File: src/rtl/sdram_cfg_pkg.sv
// Shared definitions for the SDRAM configuration register bank:
// field widths, caddr bit positions and the timing-set record.
package sdram_cfg_pkg;

   localparam int CAS_W     = 2;
   localparam int RC_W      = 2;
   localparam int REFD_W    = 4;
   localparam int BURST_W   = 4;

   // Field positions inside caddr for a timing-set write
   localparam int CAS_LSB   = 0;
   localparam int RC_LSB    = 2;
   localparam int REFD_LSB  = 4;
   localparam int PAGE_BIT  = 8;
   localparam int BURST_LSB = 9;
   localparam int FIELD_MSB = 12;

   typedef struct packed {
      logic [BURST_W-1:0] bur_len;
      logic               page_mod;
      logic [REFD_W-1:0]  ref_dur;
      logic [RC_W-1:0]    ras_cas;
      logic [CAS_W-1:0]   cas_lat;
   } timing_set_t;

   // Unpack the low caddr bits into a timing set; upper bits never reach here
   function automatic timing_set_t decode_timing(input logic [FIELD_MSB:0] raw);
      timing_set_t t;
      t.cas_lat  = raw[CAS_LSB +: CAS_W];
      t.ras_cas  = raw[RC_LSB +: RC_W];
      t.ref_dur  = raw[REFD_LSB +: REFD_W];
      t.page_mod = raw[PAGE_BIT];
      t.bur_len  = raw[BURST_LSB +: BURST_W];
      return t;
   endfunction

endpackage

File: src/rtl/sdram_cfg_regs_if.sv
// Configuration bus plus refresh req/ack handshake between the
// host/sequencer side (master) and the register bank (slave).
interface sdram_cfg_regs_if #(
   parameter int PADD_SIZE = 24,
   parameter int CS_W      = 2,
   parameter int PEND_W    = 4
);
   logic                 load_time;
   logic                 load_rfcnt;
   logic                 commit;
   logic [CS_W-1:0]      cs_sel;
   logic [PADD_SIZE-1:0] caddr;
   logic                 ref_ack;
   logic                 ref_req;
   logic                 ref_urgent;
   logic [PEND_W-1:0]    ref_pend;

   modport master (
      output load_time, load_rfcnt, commit, cs_sel, caddr, ref_ack,
      input  ref_req, ref_urgent, ref_pend
   );

   modport slave (
      input  load_time, load_rfcnt, commit, cs_sel, caddr, ref_ack,
      output ref_req, ref_urgent, ref_pend
   );
endinterface

File: src/rtl/sdram_ref_timer.sv
// Refresh interval down-counter with a saturating count of postponed
// refreshes and registered req/urgent flags for the command sequencer.
module sdram_ref_timer #(
   parameter int RFC_W    = 16,
   parameter int MAX_PEND = 8,
   parameter int PEND_W   = 4
) (
   input  logic              clk0,
   input  logic              reset,
   input  logic              load_rfcnt,
   input  logic [RFC_W-1:0]  rfc_val,
   input  logic              ref_ack,
   output logic [RFC_W-1:0]  refresh_count,
   output logic              ref_req,
   output logic              ref_urgent,
   output logic [PEND_W-1:0] ref_pend
);

   localparam logic [PEND_W-1:0] PEND_MAX  = PEND_W'(MAX_PEND);
   localparam logic [PEND_W-1:0] PEND_ZERO = {PEND_W{1'b0}};
   localparam logic [PEND_W-1:0] PEND_ONE  = PEND_W'(1);
   localparam logic [RFC_W-1:0]  RFC_ZERO  = {RFC_W{1'b0}};
   localparam logic [RFC_W-1:0]  RFC_ONE   = RFC_W'(1);

   logic [RFC_W-1:0]  interval_r;
   logic [RFC_W-1:0]  timer_r;
   logic [RFC_W-1:0]  timer_nxt_s;
   logic              enable_s;
   logic              tick_s;
   logic [PEND_W-1:0] pend_r;
   logic [PEND_W-1:0] pend_nxt_s;
   logic              req_r;
   logic              urgent_r;

   assign enable_s = (interval_r != RFC_ZERO);
   assign tick_s   = enable_s && (timer_r == RFC_ONE);

   // Next timer value: a load restarts the interval, a tick reloads it
   always_comb begin
      timer_nxt_s = timer_r;
      if (load_rfcnt) begin
         timer_nxt_s = rfc_val;
      end else if (!enable_s) begin
         timer_nxt_s = RFC_ZERO;
      end else if (tick_s || (timer_r == RFC_ZERO)) begin
         timer_nxt_s = interval_r;
      end else begin
         timer_nxt_s = timer_r - RFC_ONE;
      end
   end

   // Next pending count: saturate on ticks, never underflow on acks
   always_comb begin
      pend_nxt_s = pend_r;
      case ({tick_s, ref_ack})
         2'b10: begin
            if (pend_r == PEND_MAX) pend_nxt_s = pend_r;
            else                    pend_nxt_s = pend_r + PEND_ONE;
         end
         2'b01: begin
            if (pend_r == PEND_ZERO) pend_nxt_s = pend_r;
            else                     pend_nxt_s = pend_r - PEND_ONE;
         end
         2'b11: begin
            if (pend_r == PEND_ZERO) pend_nxt_s = PEND_ONE;
            else                     pend_nxt_s = pend_r;
         end
         default: pend_nxt_s = pend_r;
      endcase
   end

   // Interval, timer, pending count and flags; flags follow the new count
   always_ff @(posedge clk0 or negedge reset) begin
      if (!reset) begin
         interval_r <= RFC_ZERO;
         timer_r    <= RFC_ZERO;
         pend_r     <= PEND_ZERO;
         req_r      <= 1'b0;
         urgent_r   <= 1'b0;
      end else begin
         if (load_rfcnt) interval_r <= rfc_val;
         timer_r  <= timer_nxt_s;
         pend_r   <= pend_nxt_s;
         req_r    <= (pend_nxt_s != PEND_ZERO);
         urgent_r <= (pend_nxt_s == PEND_MAX);
      end
   end

   assign refresh_count = interval_r;
   assign ref_pend      = pend_r;
   assign ref_req       = req_r;
   assign ref_urgent    = urgent_r;

endmodule

File: src/rtl/sdram_cfg_regs.sv
// SDRAM timing/refresh configuration bank: per-chip-select shadow and
// active timing sets with atomic commit, a registered output mux and
// the refresh timer. PADD_SIZE must be >= 16 and 2^CS_W >= NUM_CS.
module sdram_cfg_regs
   import sdram_cfg_pkg::*;
#(
   parameter int PADD_SIZE = 24,
   parameter int NUM_CS    = 4,
   parameter int CS_W      = 2,
   parameter int RFC_W     = 16,
   parameter int MAX_PEND  = 8,
   parameter int PEND_W    = 4
) (
   input  logic               clk0,
   input  logic               reset,
   input  logic [CS_W-1:0]    cs_act,
   sdram_cfg_regs_if.slave    bus,
   output logic [CAS_W-1:0]   cas_lat,
   output logic [RC_W-1:0]    ras_cas,
   output logic [REFD_W-1:0]  ref_dur,
   output logic               page_mod,
   output logic [BURST_W-1:0] bur_len,
   output logic [RFC_W-1:0]   refresh_count
);

   localparam logic [CS_W:0] NUM_CS_L = (CS_W+1)'(NUM_CS);

   timing_set_t     shadow_r [NUM_CS];
   timing_set_t     active_r [NUM_CS];
   timing_set_t     out_r;
   timing_set_t     new_set_s;
   logic            cs_act_ok_s;
   logic [CS_W-1:0] act_idx_s;
   logic            caddr_unused_s;

   assign new_set_s      = decode_timing(bus.caddr[FIELD_MSB:0]);
   assign cs_act_ok_s    = ({1'b0, cs_act} < NUM_CS_L);
   assign caddr_unused_s = ^bus.caddr;

   // Out-of-range active selects fall back to set 0
   always_comb begin
      act_idx_s = {CS_W{1'b0}};
      if (cs_act_ok_s) act_idx_s = cs_act;
      else             act_idx_s = {CS_W{1'b0}};
   end

   // Shadow write; a cs_sel matching no set drops the write
   always_ff @(posedge clk0 or negedge reset) begin
      if (!reset) begin
         for (int i = 0; i < NUM_CS; i++) shadow_r[i] <= '0;
      end else begin
         for (int i = 0; i < NUM_CS; i++) begin
            if (bus.load_time && (bus.cs_sel == CS_W'(i))) shadow_r[i] <= new_set_s;
         end
      end
   end

   // Commit copies every shadow set at once, using pre-edge shadow values
   always_ff @(posedge clk0 or negedge reset) begin
      if (!reset) begin
         for (int i = 0; i < NUM_CS; i++) active_r[i] <= '0;
      end else if (bus.commit) begin
         for (int i = 0; i < NUM_CS; i++) active_r[i] <= shadow_r[i];
      end
   end

   // Registered view of the selected active set
   always_ff @(posedge clk0 or negedge reset) begin
      if (!reset) out_r <= '0;
      else        out_r <= active_r[act_idx_s];
   end

   assign cas_lat  = out_r.cas_lat;
   assign ras_cas  = out_r.ras_cas;
   assign ref_dur  = out_r.ref_dur;
   assign page_mod = out_r.page_mod;
   assign bur_len  = out_r.bur_len;

   sdram_ref_timer #(
      .RFC_W    (RFC_W),
      .MAX_PEND (MAX_PEND),
      .PEND_W   (PEND_W)
   ) u_ref_timer (
      .clk0          (clk0),
      .reset         (reset),
      .load_rfcnt    (bus.load_rfcnt),
      .rfc_val       (bus.caddr[RFC_W-1:0]),
      .ref_ack       (bus.ref_ack),
      .refresh_count (refresh_count),
      .ref_req       (bus.ref_req),
      .ref_urgent    (bus.ref_urgent),
      .ref_pend      (bus.ref_pend)
   );

endmodule

File: src/flat_wrapper.sv
// flat-port wrapper written by rule: the top's interface ports become plain ports
module sdram_cfg_regs_flat import sdram_cfg_pkg::*;
#(
   parameter int PADD_SIZE = 24,
   parameter int NUM_CS    = 4,
   parameter int CS_W      = 2,
   parameter int RFC_W     = 16,
   parameter int MAX_PEND  = 8,
   parameter int PEND_W    = 4
)
  (clk0, reset, cs_act, cas_lat, ras_cas, ref_dur, page_mod, bur_len, refresh_count, bus_load_time, bus_load_rfcnt, bus_commit, bus_cs_sel, bus_caddr, bus_ref_ack, bus_ref_req, bus_ref_urgent, bus_ref_pend);
  sdram_cfg_regs_if #(.PADD_SIZE(PADD_SIZE), .CS_W(CS_W), .PEND_W(PEND_W)) bus_i ();
  input  logic clk0;
  input  logic reset;
  input  logic [CS_W-1:0] cs_act;
  output logic [CAS_W-1:0] cas_lat;
  output logic [RC_W-1:0] ras_cas;
  output logic [REFD_W-1:0] ref_dur;
  output logic page_mod;
  output logic [BURST_W-1:0] bur_len;
  output logic [RFC_W-1:0] refresh_count;
  input wire logic [$bits(bus_i.load_time)-1:0] bus_load_time;
  input wire logic [$bits(bus_i.load_rfcnt)-1:0] bus_load_rfcnt;
  input wire logic [$bits(bus_i.commit)-1:0] bus_commit;
  input wire logic [$bits(bus_i.cs_sel)-1:0] bus_cs_sel;
  input wire logic [$bits(bus_i.caddr)-1:0] bus_caddr;
  input wire logic [$bits(bus_i.ref_ack)-1:0] bus_ref_ack;
  output wire logic [$bits(bus_i.ref_req)-1:0] bus_ref_req;
  output wire logic [$bits(bus_i.ref_urgent)-1:0] bus_ref_urgent;
  output wire logic [$bits(bus_i.ref_pend)-1:0] bus_ref_pend;
  assign bus_i.load_time = bus_load_time;
  assign bus_i.load_rfcnt = bus_load_rfcnt;
  assign bus_i.commit = bus_commit;
  assign bus_i.cs_sel = bus_cs_sel;
  assign bus_i.caddr = bus_caddr;
  assign bus_i.ref_ack = bus_ref_ack;
  assign bus_ref_req = bus_i.ref_req;
  assign bus_ref_urgent = bus_i.ref_urgent;
  assign bus_ref_pend = bus_i.ref_pend;
  sdram_cfg_regs #(.PADD_SIZE(PADD_SIZE), .NUM_CS(NUM_CS), .CS_W(CS_W), .RFC_W(RFC_W), .MAX_PEND(MAX_PEND), .PEND_W(PEND_W)) u_core (.clk0(clk0), .reset(reset), .cs_act(cs_act), .bus(bus_i), .cas_lat(cas_lat), .ras_cas(ras_cas), .ref_dur(ref_dur), .page_mod(page_mod), .bur_len(bur_len), .refresh_count(refresh_count));
endmodule
File: config.mk
export PLATFORM = sky130hd
export DESIGN_NAME = sdram_cfg_regs_flat
export DESIGN_NICKNAME = d
export VERILOG_FILES = /design/src/rtl/sdram_cfg_pkg.sv /design/src/rtl/sdram_cfg_regs_if.sv /design/src/rtl/sdram_ref_timer.sv /design/src/rtl/sdram_cfg_regs.sv /design/src/flat_wrapper.sv
export SDC_FILE = /design/constraint.sdc
export NUM_CORES = 1
export LEC_CHECK = 0
export BUFFER_PORTS_ARGS = -buffer_cell sky130_fd_sc_hd__buf_2
export CAP_MARGIN = 20
export CORE_MARGIN = 5
export CORE_UTILIZATION = 55
export DETAILED_ROUTE_END_ITERATION = 12
export MAX_ROUTING_LAYER = met4
export PLACE_DENSITY = 0.72
export SLEW_MARGIN = 30
export SYNTH_ARGS = -nofsm -noshare
export SYNTH_HDL_FRONTEND = slang
export SYNTH_HIERARCHICAL = 1
export SYNTH_SLANG_ARGS = --single-unit
File: constraint.sdc
create_clock -name clk0 -period 3.1 [get_ports clk0]
set_input_delay 0.62 -clock clk0 [delete_from_list [all_inputs] [get_ports clk0]]
set_output_delay 0.62 -clock clk0 [all_outputs]
set_load 0.01 [all_outputs]
==> run metrics <==
worst-case clock buffer depth=2; Max Clk Rate=349 MHz; Area Growth Syn to Fin=16.8%; cell-internal power=0.00446 W; slew margin rel.=42.0%; DR vias=4068; commonest cells after routing, fill and taps aside=155 x dfrtp_1, 107 x mux2_2, 59 x buf_2; crit path buf inv count=0; top_reg_cell synth=dfrtp_1; syn nets=517; max incr delay on CP=0.52 ns; core area=11900 um^2; Max Fanout on Critical Path=6; synthesized cell area=6600 um^2; fill cell count=902; delay-heaviest family, CP=simple AND/OR/NAND/NOR gates; Setup Skew=0.00789 ns; Final Cell Area=7710 um^2; row count=40; routability cong.=0.991; Yosys warning count=6; die height=120 um; max cap viols=0; cts bufs inserted=17; final setup vio count=0; CTS tree=built; # DRC=0; critical path required time=3.39 ns; Initial Util=55.4%; crit start category=flip-flop; Hold Buf Count CTS=0; DRT iter0 DRCs=228; Die Span X=120 um; Final #Nets=584; GR Util All Layers=21.0%; initial antenna violation count=0; clk_lat worst skew=0.42 ns; Psw=0.00151 W; gr ovfl total=0; Synth Register Bits=155; Leak Pwr=3.46 nW; largest net degree at the start of global routing=67; register area share after synthesis=58.7%; Max Slew Vio Count=0; Power Density=774 nW/um^2; number of enable flip-flop cells after synthesis=0; Comb power frac=16.9%; CP Cell Sequence=nor4_1 > nand2_1 > nor3_1 > mux2_2 > or3_4 > or4b_1; Routed WL=13600 um; Port Buffers=60; count of final hold-check violations=0; Top Ports=69; Syn Inst Count=478; CTS root buffer=clkbuf_16; post-CTS sizing=0; Post CTS Setup Buffer Count=0; via density per instance=5.77; Slowest-stage cell, CP=nor4_1; first-pass GRT wire length=22500 um; Tmin final=2.86 ns; RSZ-0062 raised after global routing=no; die area=14300 um^2; CP arrival=3.15 ns; layout cells sized above 1=41.6%; clock share of power=37.7%; Setup crit end kind=flip-flop; HPWL after DPL=8970 um; DR pass1 iterations=4; most common cell after layout, fill and taps aside=dfrtp_1; Sw Share=25.2%; Post-DP Area=7060 um^2; vias in the first global route=4369; status=finished, final reports clean; Tcrit/Tclk final=92.3%; Post-Syn Area per Cell=13.8 um^2; Setup TNS Final=0 ns; Async S/R FF share, synth=100%; synth unique cells=48; WL per Instance=19.3 um; H-tree depth=4; clk sinks=155; worst-case vdd ir drop=0.388 mV; register share of total power=45.4%; WS Path Type=flip-flop to flip-flop; Reg clk slew, reported paths=0.06 ns; Min-Delay Path Class=input port to asynchronous set/reset pin; Final ANT Viol Nets=0; slew at the pin closest to its max-slew limit=0.867 ns; Antenna diodes=0
## logic make-up after synthesis
family | count (synthesis) | share of synthesized area, %
AOI/OAI and AO/OA | 48 | 4.17
xor gates and xnor gates | 15 | 1.99
adders and majority gates | 5 | 0.947
buffers and inverters | 42 | 2.90
DFF | 155 | 58.7
muxes | 128 | 23.9
and+or+nand+nor | 85 | 7.37
## per-stage QoR
stage / setup slack (ns) / total power [W] / util, % / hold slack [ns] / cells
after floorplan: 0.413 / 0.00336 / - / 0.324 / 478
after global placement: 0.368 / 0.00367 / 59.3 / 0.481 / 673
after detailed placement: 0.334 / 0.00375 / 59.3 / 0.489 / 673
after CTS: 0.309 / 0.00602 / 64.8 / 0.201 / 705
after global routing: 0.109 / 0.00627 / 64.8 / 0.229 / 705
final: 0.237 / 0.00597 / 64.8 / 0.185 / 705
## power by group through the flow
stage | logic [W] | registers, W | clock network (W)
floorplan | 0.000655 | 0.00271 | 0
global placement | 0.000971 | 0.00270 | 0
detailed placement | 0.00101 | 0.00274 | 0
CTS | 0.00102 | 0.00271 | 0.00230
global route | 0.00112 | 0.00276 | 0.00239
finish | 0.00101 | 0.00271 | 0.00225
## cell usage after synthesis (3+ instances only)
| cell | count | area share [%] |
|---|---|---|
| xor2_1 | 4 | 0.53 |
| buf_4 | 3 | 0.34 |
| buf_2 | 6 | 0.45 |
| nor2_1 | 11 | 0.63 |
| ha_1 | 5 | 0.95 |
| inv_1 | 21 | 1.2 |
| nor4_1 | 10 | 0.95 |
| nand3b_1 | 3 | 0.34 |
| mux2_2 | 107 | 18 |
| buf_1 | 3 | 0.17 |
| dfrtp_1 | 155 | 59 |
| mux4_2 | 13 | 4.4 |
| o21ai_0 | 35 | 2.7 |
| xnor2_1 | 11 | 1.5 |
| clkbuf_1 | 7 | 0.40 |
| nor3b_1 | 4 | 0.45 |
| mux2i_1 | 8 | 1.2 |
| nand2_1 | 31 | 1.8 |
| nor3_1 | 5 | 0.38 |
## worst reg2reg max path, stage by stage (launching register included)
cell and delay (ns):
dfrtp_1 0.41, nor4_1 0.52, nand2_1 0.24, nor3_1 0.32, mux2_2 0.37, or3_4 0.37, or4b_1 0.50
## cell type report
cell class                      count  area (um^2)  area share (%)
Timing Repair Buffer               69          387            5.01
Sequential cell                   155         3880            50.3
Tap cell                          147          184            2.38
Clock inverter                     11          191            2.48
Inverter                           21         78.8            1.02
Clock buffer                       21          460            5.97
Multi-Input combinational cell    281         2530            32.8
## sequential cells by signal, indices dropped and copies added, names as in the netlist, 4 cells and up
signal                            count
u_core/bur_len                        4
u_core/active_r                      52
u_core/u_ref_timer/refresh_count     16
u_core/ref_dur                        4
u_core/u_ref_timer/ref_pend           4
u_core/u_ref_timer/timer_r           16
u_core/shadow_r                      52
## per-layer routing
layer	wire length [um]	GRT usage (%)	up-vias
li1	-	-	1839
met1	5830	25.5	2128
met2	7060	34.6	81
met3	509	5.51	20
met4	225	7.02	0
met5	0	-	-
## worst paths after layout
check / from / endpoint / slack, ns / cells past startpoint
max: u_core/u_ref_timer/timer_r[10] / u_core/u_ref_timer/ref_req / 0.24 / 6
min: reset / u_core/u_ref_timer/ref_req / 0.18 / 1
max reg2reg: u_core/u_ref_timer/timer_r[10] / u_core/u_ref_timer/ref_req / 0.24 / 6
min reg2reg: u_core/shadow_r[1] / u_core/shadow_r[1] / 0.50 / 1
max in group asynchronous: reset / u_core/u_ref_timer/refresh_count[5] / 2.13 / 2
min in group clk0: bus_caddr[14] / u_core/u_ref_timer/timer_r[14] / 0.42 / 3
Power figures use the tool's default switching activity.
